File: src/rtl/fazyrv_cmp_seq.sv
// rtl/fazyrv_cmp_seq.sv - chunk-serial three-way magnitude comparator
module fazyrv_cmp_seq #(
  parameter int CHUNKSIZE = 2,
  parameter int XLEN      = 32
) (
  input  logic                 clk_i,
  input  logic                 rst_in,
  input  logic                 start_i,
  input  logic                 signed_i,
  input  logic                 vld_i,
  input  logic [CHUNKSIZE-1:0] a_i,
  input  logic [CHUNKSIZE-1:0] b_i,
  output logic                 busy_o,
  output logic                 done_o,
  output logic                 lt_o,
  output logic                 eq_o,
  output logic                 gt_o
);

  localparam int N  = XLEN / CHUNKSIZE;
  localparam int CW = (N > 1) ? $clog2(N) : 1;
  localparam logic [CW-1:0]        LAST_IDX = CW'(N - 1);
  // Sign bit position inside a chunk; for 1-bit chunks this is the whole chunk.
  localparam logic [CHUNKSIZE-1:0] MSB_MASK = CHUNKSIZE'(1) << (CHUNKSIZE - 1);

  typedef enum logic [1:0] {
    S_IDLE = 2'd0,
    S_RUN  = 2'd1,
    S_DONE = 2'd2
  } state_t;

  state_t               state;
  logic [CW-1:0]        cnt;
  logic                 sgn;

  logic                 last_chunk;
  logic [CHUNKSIZE-1:0] flip;
  logic [CHUNKSIZE-1:0] a_adj;
  logic [CHUNKSIZE-1:0] b_adj;
  logic                 chunk_lt;
  logic                 chunk_gt;

  // Per-chunk compare; inverting the sign bit of the top chunk turns a
  // two's-complement compare into an unsigned one.
  always_comb begin
    last_chunk = (cnt == LAST_IDX);
    flip       = (last_chunk && sgn) ? MSB_MASK : '0;
    a_adj      = a_i ^ flip;
    b_adj      = b_i ^ flip;
    chunk_lt   = (a_adj < b_adj);
    chunk_gt   = (a_adj > b_adj);
  end

  // Sequencer and running verdict; later (more significant) chunks override.
  always_ff @(posedge clk_i or negedge rst_in) begin
    if (!rst_in) begin
      state <= S_IDLE;
      cnt   <= '0;
      sgn   <= 1'b0;
      lt_o  <= 1'b0;
      eq_o  <= 1'b1;
      gt_o  <= 1'b0;
    end else begin
      case (state)
        S_IDLE, S_DONE: begin
          if (start_i) begin
            state <= S_RUN;
            sgn   <= signed_i;
            cnt   <= '0;
            lt_o  <= 1'b0;
            eq_o  <= 1'b1;
            gt_o  <= 1'b0;
          end else begin
            state <= S_IDLE;
          end
        end
        S_RUN: begin
          if (vld_i) begin
            if (chunk_lt) begin
              lt_o <= 1'b1;
              eq_o <= 1'b0;
              gt_o <= 1'b0;
            end else if (chunk_gt) begin
              lt_o <= 1'b0;
              eq_o <= 1'b0;
              gt_o <= 1'b1;
            end
            cnt <= cnt + CW'(1);
            if (last_chunk) begin
              state <= S_DONE;
            end
          end
        end
        default: begin
          state <= S_IDLE;
        end
      endcase
    end
  end

  // Status flags decoded straight from the state register.
  always_comb begin
    busy_o = (state == S_RUN);
    done_o = (state == S_DONE);
  end

endmodule

File: config.mk
export PLATFORM = sky130hd
export DESIGN_NAME = fazyrv_cmp_seq
export DESIGN_NICKNAME = d
export VERILOG_FILES = /design/src/rtl/fazyrv_cmp_seq.sv
export SDC_FILE = /design/constraint.sdc
export NUM_CORES = 1
export LEC_CHECK = 0
export CAP_MARGIN = 25
export CORE_MARGIN = 2
export CORE_UTILIZATION = 41
export DETAILED_ROUTE_END_ITERATION = 10
export HOLD_SLACK_MARGIN = 0.02
export PLACE_DENSITY = 0.75
export RECOVER_POWER = 50
export SETUP_SLACK_MARGIN = 0.15
export SLEW_MARGIN = 25
export SYNTH_ARGS = -nofsm -noshare
export SYNTH_HDL_FRONTEND = slang
export SYNTH_SLANG_ARGS = --single-unit
File: constraint.sdc
create_clock -name clk_i -period 1.45 [get_ports clk_i]
set_clock_uncertainty 0.15 [all_clocks]
set_input_delay 0.29 -clock clk_i [delete_from_list [all_inputs] [get_ports clk_i]]
set_output_delay 0.29 -clock clk_i [all_outputs]
set_load 0.01 [all_outputs]
* Word level (Yosys, flattened, before mapping)
Index checks and enable logic that the tools add are counted.
** Word-level totals
- Memory bits (writable) :: 0
- Input bits :: 9
- ROM bits :: 0
- Memories :: 0
- Word-level logic and storage cells :: 47
- Latch bits :: 0
- Flip-flop bits (word level) :: 10
** Cells by class
- Add/subtract/negate cells :: 1
- Equality and inequality tests :: 7
- Divide/modulo/power cells :: 0
- Multiplexer cells :: 21
- Shift operators :: 0
- Reduce and logical (&&, ||, !) cells :: 8
- $lt $le $gt $ge :: 2
- Bitwise logic cells :: 2
- Multipliers :: 0
** Operator list (count)
- $mux W1 :: 11
- $mux W4 :: 2
- $pmux W4 S2 :: 1
- $mux W2 :: 3
- $pmux W1 S2 :: 3
- $add A4 B1 Y4 const B :: 1
- $eq A4 B4 Y1 const B :: 1
- $ne A2 B2 Y1 const B :: 2
- $pmux W2 S2 :: 1
- $reduce_and A2 Y1 :: 2
- $reduce_and A4 Y1 :: 1
- $xor A2 B2 Y2 :: 2
- $ne A3 B1 Y1 const B :: 1
- $reduce_and A3 Y1 :: 1
- $eq A2 B1 Y1 const B :: 1
- $eq A2 B2 Y1 const B :: 1
- $gt A2 B2 Y1 :: 1
- $logic_not A2 Y1 :: 1
- $lt A2 B2 Y1 :: 1
- $ne A2 B1 Y1 const B :: 1
- $reduce_bool A2 Y1 :: 1
- $reduce_or A2 Y1 :: 1
- $logic_and A1 B1 Y1 :: 1

* Longest topological paths before layout
Gate-level depths: netlist of the first run.
- Depth in word-level cells :: 9
- Gate-level depth with buffers :: 6
- Mapped depth without buffers :: 6

* Worst setup path before layout of the first run
Ideal clock, no wire load.
- Path kind :: reg-to-reg
- Start :: reg cnt[0]
- End :: reg gt_o
- Path buffers :: 0
- Path slack :: 18 ps
- Required time :: 1179 ps
- Cell stages (with the launch flop) :: 6
- Arrival time :: 1160 ps
- Period minus slack after synthesis :: 1432 ps
- Setup time :: 121 ps
- Cell sequence :: dfrtp_1 > ha_1 > nand4_1 > a211o_1 > a41oi_1 > nor2_1
** On the way
- Word-level cells in the longest chain between the ends :: 8
** Ends and longest elaborated chain
- from (decl) :: line 33 : logic [CW-1:0] cnt;
- from (signal assigned) :: line 88 : cnt <= cnt + CW'(1);
- $eq A4 B4 Y1 * :: line 46 : last_chunk = (cnt == LAST_IDX);
- $logic_and A1 B1 Y1 * :: line 47 : flip = (last_chunk && sgn) ? MSB_MASK : '0;
- $mux W2 * :: line 47
- $xor A2 B2 Y2 (on tied branches) :: line 48, 49
- $lt A2 B2 Y1 :: line 50 : chunk_lt = (a_adj < b_adj);
- $mux W1 :: line 79 : if (chunk_lt) begin
- $mux W1 :: line 78 : if (vld_i) begin
- $pmux W1 S2 :: line 64 : case (state)
- to (signal assigned) :: line 62 : gt_o <= 1'b0;
- to (signal assigned) :: line 82 : gt_o <= 1'b0;
- to (signal assigned) :: line 86 : gt_o <= 1'b1;
- to (decl) :: line 17 : output logic gt_o
Every way passes the cells marked *; elsewhere a longest branch is shown, timed or not. The select of a mux whose other input is x is not followed.
A chain may end at the register's enable or synchronous reset.

* Worst setup path in the final report of the first run
- Start :: reg state[0]
- End :: out busy_o
** On the way
- Word-level cells in the longest chain between the ends :: 1
** Ends and longest elaborated chain
- from (decl) :: line 32 : state_t state;
- from (signal assigned) :: line 57 : state <= S_IDLE;
- from (signal assigned) :: line 67 : state <= S_RUN;
- from (signal assigned) :: line 74 : state <= S_IDLE;
- $eq A2 B1 Y1 :: line 103 : busy_o = (state == S_RUN);
- to (decl) :: line 13 : output logic busy_o,
Every way passes these cells.

==> flow_metrics.py, run 1 <==
metrics = {
    "status": {
        "outcome": "finished with violations",
        "failed_checks": "setup timing",
    },
    "cts": {
        "path_clk_slew_ps": 80,
        "clock_sinks": 10,
        "worstSkewPairLatency_ps": 280,
        "cts_buffers": 3,
        "cts_max_path_buffers": 2,
        "cts_tree": "yes",
        "postCtsHoldBufs": 0,
        "root_buffer": "clkbuf_4",
        "cts_max_level": 1,
    },
    "die": {
        "core_sq_um": 1280,
        "die_area_sq_um": 1660,
        "io_pins": 14,
        "die_x_um": 40.8,
        "dieHeight_um": 40.8,
        "initial_core_util_pct": 43.1,
        "num_rows": 13,
    },
    "power": {
        "p_per_area_nw_per_um2": 1770,
        "peakVddDrop_uv": 945,
        "leakage_nw": 0.406,
    },
    "layout": {
        "fill_cells": 105,
        "nets": 99,
        "drive_gt1_share_pct": 41.4,
        "syn2layout_area_growth_pct": 54.9,
        "layout.cells.non_filler": 102,
        "antenna_cells": 0,
    },
    "synth": {
        "synth-seq-cells": 10,
        "syn_nets": 69,
        "synth_area_sq_um": 554,
        "synth-seq-area-share_pct": 45.4,
        "syn-mean-instance-area_sq_um": 9.56,
        "ys_types": 27,
        "ys_warn_count": 0,
        "synth_cells": 58,
    },
    "drt": {
        "vias_per_cell": 5.23,
        "drcViolationCount": 0,
        "finalWirelength_mm": 1.42,
        "dr.pass1.iters": 4,
        "wl_per_cell_um": 13.9,
        "ant_nets": 0,
        "vias": 533,
        "drtIter0Drc": 3,
    },
    "sta": {
        "slew_headroom_pct": 70.0,
        "report.final.slew_viol_count": 0,
        "period_share_pct": 100,
        "period_needed_ps": 1450,
        "final.setup.worst_slack_ps": -0.550,
        "finalSetupViolations": 1,
        "rsz0062_at_grt": "true",
        "whs_ps": 234,
        "worstMarginPinSlew_ps": 449,
        "clock.fmax_mhz": 689,
        "setup_tns_ps": -0.550,
        "hold_viol": 0,
    },
    "global_routing": {
        "grt_pass1_vias": 495,
        "grt_antenna_before_repair": 0,
        "grt-ovfl-total": 0,
        "grt_start_max_net_pins": 11,
        "grt_usage_pct": 20.5,
        "grt_pass1_wl_mm": 2.10,
    },
    "hold_path": {
        "hp-class": "input port to asynchronous set/reset pin",
    },
    "worst_setup_path": {
        "worst-endpoint-arrival_ps": 1010,
        "cp_max_fo": 4,
        "cp.required_ps": 1010,
        "startpoint_type": "flip-flop",
        "crit_type": "flip-flop to output port",
        "cp-end-kind": "output port",
    },
    "placed_design": {
        "dp_cells": 94,
        "port_buffers": 13,
        "dp_hpwl_um": 962,
        "gp_congestion": 0.739,
    },
    "job": {
        "maxCapViolCount": 0,
    },
}
sequential cells by signal (all words and copies together), names as in the netlist:
| name | cells |
|---|---|
| eq_o | 1 |
| cnt | 4 |
| lt_o | 1 |
| sgn | 1 |
| gt_o | 1 |
| state | 2 |
layout by cell type (no fill, tap or decap), types with 2 or more instances in the layout:
master	instances
dlygate4sd2_1	2
nand2_1	6
o21ai_0	2
o21ai_1	2
nand2b_1	2
dfrtp_1	9
buf_2	4
nand3_1	2
and2b_1	2
clkbuf_4	3
nor2b_1	2
buf_6	3
a21oi_2	2
clkdlybuf4s50_1	4
buf_4	11
inv_1	3
o21ai_2	3
nor2_1	2
what timing repair did:
action / CTS / global route
buffers inserted: 0 / 4
endpoints found under the hold margin: 0 / 0
setup endpoints to repair: 12 / 12
gates resized for setup: 27 / 15
pin swaps: 8 / 7
report_power, final:
part / switching (mW) / internal, mW / leakage, nW / total (mW)
Combinational: 0.376 / 0.444 / 0.272 / 0.820
Sequential: 0.0792 / 0.405 / 0.119 / 0.484
Clock: 0.106 / 0.106 / 0.0150 / 0.213
Total: 0.561 / 0.956 / 0.406 / 1.52
cell usage after synthesis (all sizes together):
cell    n  area, sq um
xnor2   1         8.76
nand4   1         6.26
mux2i   1         10.0
buf     1         11.3
or3     1         6.26
o211ai  1         7.51
and2b   2         15.0
a211o   1         8.76
nand2b  2         12.5
a22o    1         8.76
a41oi   1         8.76
ha      2         25.0
and4b   1         10.0
nand3   3         15.0
nand2   8         37.5
dfrtp   9          225
a21bo   1         10.0
a21oi   2         10.0
inv     4         15.0
a21o    1         7.51
nor2b   2         12.5
nor2    2         7.51
dfstp   1         26.3
a22oi   1         7.51
a31oi   1         6.26
o21ai   7         35.0
critical path, stage by stage (launching register included):
cell and delay (ps):
dfrtp_1 410, and2b_1 180, buf_2 140
layout make-up:
class	instances	area [sq um]	share of cell area (%)
multi-input combinational	43	330	38.5
sequential	10	251	29.3
timing repair buffer	26	216	25.2
clock buffer	4	26.3	3.06
tap	15	18.8	2.19
inverter	4	15.0	1.75
stage by stage:
stage	setup WS, ps	total power, mW	utilization (%)	area, sq um
floorplan	33.3	0.829	-	564
CTS	-8.51	1.34	61.2	787
global placement	-390	1.14	59.9	769
detailed placement	-465	1.15	59.9	769
finish	-0.550	1.52	66.8	858
global route	-44.3	1.62	66.8	858
path summary, 6_finish.rpt:
path | slack, ps | cells after the start | end | startpoint
max in group asynchronous | 560 | 1 | eq_o | rst_in
min in group clk_i | 350 | 2 | lt_o | lt_o
hold / removal | 230 | 1 | state[1] | rst_in
setup / recovery | -0.6 | 2 | busy_o | state[0]
setup reg to reg | 20 | 5 | cnt[3] | state[1]
hold reg to reg | 350 | 2 | lt_o | lt_o
routing by layer:
| metal | global-route usage (%) | wire length (um) | share of wire [%] | vias up |
|---|---|---|---|---|
| met4 | 7.50 | 13 | 0.92 | 0 |
| met1 | 23.4 | 578 | 41 | 249 |
| li1 | - | - | - | 265 |
| met3 | 8.15 | 86 | 6.1 | 2 |
| met5 | 0 | 0 | 0 | - |
| met2 | 34.1 | 741 | 52 | 17 |
cells by family after synthesis:
group	share of synthesized area [%]
flip-flops	45.4
AO/OA/AOI/OAI	19.9
multiplexers	1.81
XOR/XNOR	1.58
adder cells (fa/ha/maj)	4.51
AND/OR/NAND/NOR	22.1
buffers and inverters	4.74
No activity file was read; power rests on OpenSTA's default activity.
==> run 2, diff against run 1 <==
- CORE_AREA: not set -> 2 2 39 41
- CORE_MARGIN: 2 -> not set
- CORE_UTILIZATION: 41 -> not set
- DIE_AREA: not set -> 0 0 41 43
- PLACE_DENSITY: 0.75 -> 0.74
- clock period: 1.45 -> 1.68 ns (I/O delays scaled with it)
==> run 2 against run 1 <==
The flow now finishes without violations. Critical endpoint is now gt_o. Critical path depth rose by 3. Largest cell class unchanged. Total power fell by 21%. Core utilization fell by 7.3 points. Die area rose by 6.1%. Critical path type is now flip-flop to flip-flop.
==> flow_metrics.py, run 2 (same netlist as run 1, synthesis figures left out) <==
metrics = {
    "drt": {
        "vias": 519,
        "vias_per_cell": 5.19,
        "drcViolationCount": 0,
        "finalWirelength_mm": 1.31,
        "dr.pass1.iters": 4,
        "ant_nets": 0,
        "drtIter0Drc": 13,
        "wl_per_cell_um": 13.1,
    },
    "placed_design": {
        "dp_cells": 92,
        "pre_cts_ws_ps": -258,
        "port_buffers": 13,
        "dp_hpwl_um": 912,
        "gp_congestion": 0.717,
    },
    "sta": {
        "slew_headroom_pct": 69.2,
        "period_share_pct": 92.7,
        "finalSetupViolations": 0,
        "rsz0062_at_grt": "true",
        "worstMarginPinSlew_ps": 461,
        "report.final.slew_viol_count": 0,
        "hold_viol": 0,
        "final.setup.worst_slack_ps": 123,
        "clock.fmax_mhz": 642,
        "period_needed_ps": 1560,
    },
    "layout": {
        "multi_input_area_sq_um": 313,
        "antenna_cells": 0,
        "top_register": "cnt",
        "fill_cells": 119,
        "nets": 96,
        "syn2layout_area_growth_pct": 48.5,
        "reg.largest.list": "cnt x4, state x2",
        "largest_reg_flops": 4,
        "drive_gt1_share_pct": 29.8,
        "mostFrequentLayoutCell": "buf_4",
        "final_cell_mix": "buf_4 (10), dfrtp_1 (9), o21ai_0 (7), nand2_1 (7), dlygate4sd2_1 (4)",
        "layout.cells.non_filler": 100,
        "seq_area_sq_um": 251,
    },
    "hold_path": {
        "hp-class": "input port to asynchronous set/reset pin",
    },
    "cts": {
        "cts_max_level": 1,
        "worstSkewPairLatency_ps": 280,
        "cts_tree": "yes",
        "cts_max_path_buffers": 2,
        "cts_buffers": 3,
        "clock_sinks": 10,
        "path_clk_slew_ps": 70,
        "root_buffer": "clkbuf_4",
        "postCtsHoldBufs": 0,
    },
    "die": {
        "dieHeight_um": 43,
        "die_x_um": 41,
        "num_rows": 14,
        "initial_core_util_pct": 40.1,
        "core_sq_um": 1380,
        "die_area_sq_um": 1760,
        "io_pins": 14,
    },
    "worst_setup_path": {
        "cp_max_fo": 4,
        "cp_top_family": "compound AO/OA/AOI/OAI gates",
        "worst-path-buf-inv": 0,
        "worst-endpoint-arrival_ps": 1580,
        "slowest_stage": "dfrtp_1",
        "crit_type": "flip-flop to flip-flop",
        "startpoint_type": "flip-flop",
        "cp-end-kind": "flip-flop",
        "cpPeakStageDelay_ps": 410,
        "crit_chain": "ha_4, nand4_1, a211o_1, a31oi_1, nor2_1",
        "cp.required_ps": 1700,
    },
    "global_routing": {
        "grt-ovfl-total": 0,
        "grt_usage_pct": 17.2,
        "grt_antenna_before_repair": 0,
        "grt_start_max_net_pins": 11,
        "grt_pass1_vias": 510,
        "grt_pass1_wl_mm": 2.07,
    },
    "job": {
        "maxCapViolCount": 0,
    },
    "power": {
        "leakage_nw": 0.390,
        "peakVddDrop_uv": 647,
        "p_per_area_nw_per_um2": 1460,
        "total_power_mw": 1.20,
    },
    "status": {
        "outcome": "complete, no violations",
    },
}
## run 2: routing by layer
layer / wire length (um) / vias up / GRT usage [%] / share of wire [%]
li1: - / 258 / - / -
met1: 554 / 246 / 21.2 / 42
met2: 686 / 10 / 26.6 / 52
met3: 31 / 5 / 1.57 / 2.4
met4: 42 / 0 / 12.0 / 3.2
met5: 0 / - / 0 / 0
## run 2: final cells by class
type,instances,area share [%]
inverter,4,1.82
clock buffer,4,4.41
multi-input combinational,43,38.0
tap,16,2.43
sequential,10,30.5
timing repair buffer,23,22.8
## run 2: repair_timing
item / CTS / global route
hold endpoints to repair: 0 / 0
setup buffers: 1 / 3
gates resized for setup: 14 / 7
pin swaps: 6 / 6
setup endpoints to repair: 8 / 6
## run 2: stage by stage
step	cell area, sq um	hold WS (ps)	utilization (%)	TNS (ps)
global route	823	320	59.5	0
CTS	798	231	57.7	0
finish	823	291	59.5	0
global placement	738	321	53.3	-552
detailed placement	738	325	53.3	-674
floorplan	554	-110	-	0
## run 2: path summary, 6_finish.rpt
| check | start | to | slack, ps | cells past startpoint |
|---|---|---|---|---|
| min | rst_in | cnt[0] | 290 | 1 |
| max reg2reg | cnt[1] | gt_o | 120 | 5 |
| max | cnt[1] | gt_o | 120 | 5 |
| min reg2reg | eq_o | eq_o | 340 | 2 |
| min in group clk_i | eq_o | eq_o | 340 | 2 |
| max in group asynchronous | rst_in | eq_o | 750 | 1 |
## run 2: where the power goes
group	switching, mW	leakage [nW]	internal [mW]	total [mW]
Combinational	0.251	0.250	0.293	0.545
Sequential	0.0821	0.119	0.349	0.431
Clock	0.0963	0.0210	0.132	0.228
Total	0.430	0.390	0.775	1.20
==> run 3, diff against run 2 <==
--- a/config.mk
+++ b/config.mk
@@ -7,2 +7,3 @@
 export LEC_CHECK = 0
+export ABC_CLOCK_PERIOD_IN_PS = 1680
 export CAP_MARGIN = 25
@@ -12,2 +13,3 @@
 export HOLD_SLACK_MARGIN = 0.02
+export MAX_ROUTING_LAYER = met4
 export PLACE_DENSITY = 0.74
--- a/constraint.sdc
+++ b/constraint.sdc
@@ -4,2 +4,2 @@
 set_output_delay 0.336 -clock clk_i [all_outputs]
-set_load 0.01 [all_outputs]
+set_load 0.02 [all_outputs]
==> run 3 against run 2 <==
Total power grew 2.9%. Clock power is essentially flat. Flip-flop and latch count stayed put. Via count unchanged. Critical path depth unchanged. Largest cell class unchanged.
==> flow_metrics.py, run 3 (same netlist as run 1, synthesis figures left out) <==
metrics = {
    "layout": {
        "reg.largest.list": "cnt x4, state x2",
        "drive_gt1_share_pct": 29.8,
        "final_cell_mix": "buf_4 (10), dfrtp_1 (9), o21ai_0 (7), nand2_1 (7), dlygate4sd2_1 (4)",
        "top_register": "cnt",
        "mostFrequentLayoutCell": "buf_4",
        "syn2layout_area_growth_pct": 48.5,
        "nets": 96,
        "fin_area_sq_um": 823,
        "antenna_cells": 0,
        "largest_reg_flops": 4,
    },
    "global_routing": {
        "grt_pass1_vias": 510,
        "grt_antenna_before_repair": 0,
        "grt-ovfl-total": 0,
        "grt_pass1_wl_mm": 2.07,
        "grt_usage_pct": 17.6,
        "grt_start_max_net_pins": 11,
    },
    "sta": {
        "period_needed_ps": 1560,
        "clock.fmax_mhz": 642,
        "whs_ps": 291,
        "finalSetupViolations": 0,
        "rsz0062_at_grt": "true",
        "worstMarginPinSlew_ps": 461,
        "slew_headroom_pct": 69.2,
        "setup_tns_ps": 0,
        "period_share_pct": 92.7,
        "hold_viol": 0,
        "report.final.slew_viol_count": 0,
    },
    "worst_setup_path": {
        "worst-endpoint-arrival_ps": 1580,
        "crit_type": "flip-flop to flip-flop",
        "cp-end-kind": "flip-flop",
        "cp-endpoint": "gt_o",
        "r2r_slack_ps": 120,
        "cp.required_ps": 1700,
        "cp_max_fo": 4,
        "cpPeakStageDelay_ps": 410,
        "reg2reg_from": "cnt[1]",
        "crit_path_start": "cnt[1]",
        "startpoint_type": "flip-flop",
        "reg2reg_to": "gt_o",
        "slowest_stage": "dfrtp_1",
        "r2r_cells": 5,
        "crit_chain": "ha_4, nand4_1, a211o_1, a31oi_1, nor2_1",
    },
    "die": {
        "die_x_um": 41,
        "dieHeight_um": 43,
        "num_rows": 14,
        "io_pins": 14,
        "core_sq_um": 1380,
        "die_area_sq_um": 1760,
        "initial_core_util_pct": 40.1,
    },
    "placed_design": {
        "placed_area_sq_um": 738,
        "gp_congestion": 0.726,
        "port_buffers": 13,
        "dp_hpwl_um": 912,
    },
    "cts": {
        "worstSkewPairLatency_ps": 280,
        "clock_sinks": 10,
        "cts_tree": "yes",
        "cts_max_level": 1,
        "cts_max_path_buffers": 2,
        "root_buffer": "clkbuf_4",
        "cts_buffers": 3,
        "path_clk_slew_ps": 70,
    },
    "drt": {
        "finalWirelength_mm": 1.32,
        "dr.pass1.iters": 4,
        "wl_per_cell_um": 13.2,
        "drcViolationCount": 0,
        "ant_nets": 0,
        "vias": 519,
        "drtIter0Drc": 13,
        "vias_per_cell": 5.19,
    },
    "status": {
        "outcome": "complete, no violations",
    },
    "job": {
        "maxCapViolCount": 0,
    },
    "hold_path": {
        "hp-class": "input port to asynchronous set/reset pin",
    },
    "power": {
        "p_per_area_nw_per_um2": 1500,
        "peakVddDrop_uv": 666,
        "leakage_nw": 0.392,
    },
}
## run 3: changes by cell type in the layout (fill, tap and decap cells not counted), sizes merged
| cell | previous run | this run |
|---|---|---|
| clkbuf | 7 | 5 |
| buf | 10 | 12 |
## run 3: per-stage QoR
step                setup WS [ps]  power, mW  instances  utilization, %
finish                        123       1.24        100            59.5
global route                 40.7       1.32        100            59.5
CTS                          20.0       1.18         97            57.0
detailed placement           -258      0.950         92            53.3
global placement             -209      0.942         92            53.3
floorplan                     229      0.739         58               -
## run 3: layout make-up
cell class / instances / area (sq um)
Tap cell: 16 / 20.0
Sequential cell: 10 / 251
Timing Repair Buffer: 23 / 188
Clock buffer: 4 / 36.3
Multi-Input combinational cell: 43 / 313
Inverter: 4 / 15.0
Fill cell: 119 / 561
## run 3: power breakdown
part / internal, mW / leakage (nW) / switching [mW] / total (mW)
Sequential: 0.349 / 0.119 / 0.0818 / 0.431
Combinational: 0.294 / 0.252 / 0.286 / 0.580
Clock: 0.132 / 0.0210 / 0.0963 / 0.228
## run 3: critical path, delay by kind of cell, from the launching register on
kind | cells | cell delay, ps
adders and majority gates | 1 | 170
DFF | 1 | 410
AOI/OAI and AO/OA | 2 | 520
and+or+nand+nor | 2 | 200
## run 3: how the worst min path moves through the flow
stage,startpoint,end,slack [ps],cells past startpoint
after floorplan,rst_in,cnt[0],-110,0
after global placement,sgn,sgn,320,2
after detailed placement,sgn,sgn,320,2
after CTS,rst_in,cnt[3],230,1
after global routing,rst_in,cnt[0],320,1
final,rst_in,cnt[0],290,1
## run 3: routing by layer
layer	global-route usage, %	routed length [um]
met1	21.2	550
met2	26.6	686
met3	1.57	37
met4	12.0	42
met5	-	0
## run 3: timing repair
action | 4_1_cts | 5_1_grt
hold buffers | 0 | 0
buffers inserted | 1 | 3
resized for setup | 18 | 5
pin swaps | 6 | 6
setup endpoints to repair | 8 | 4
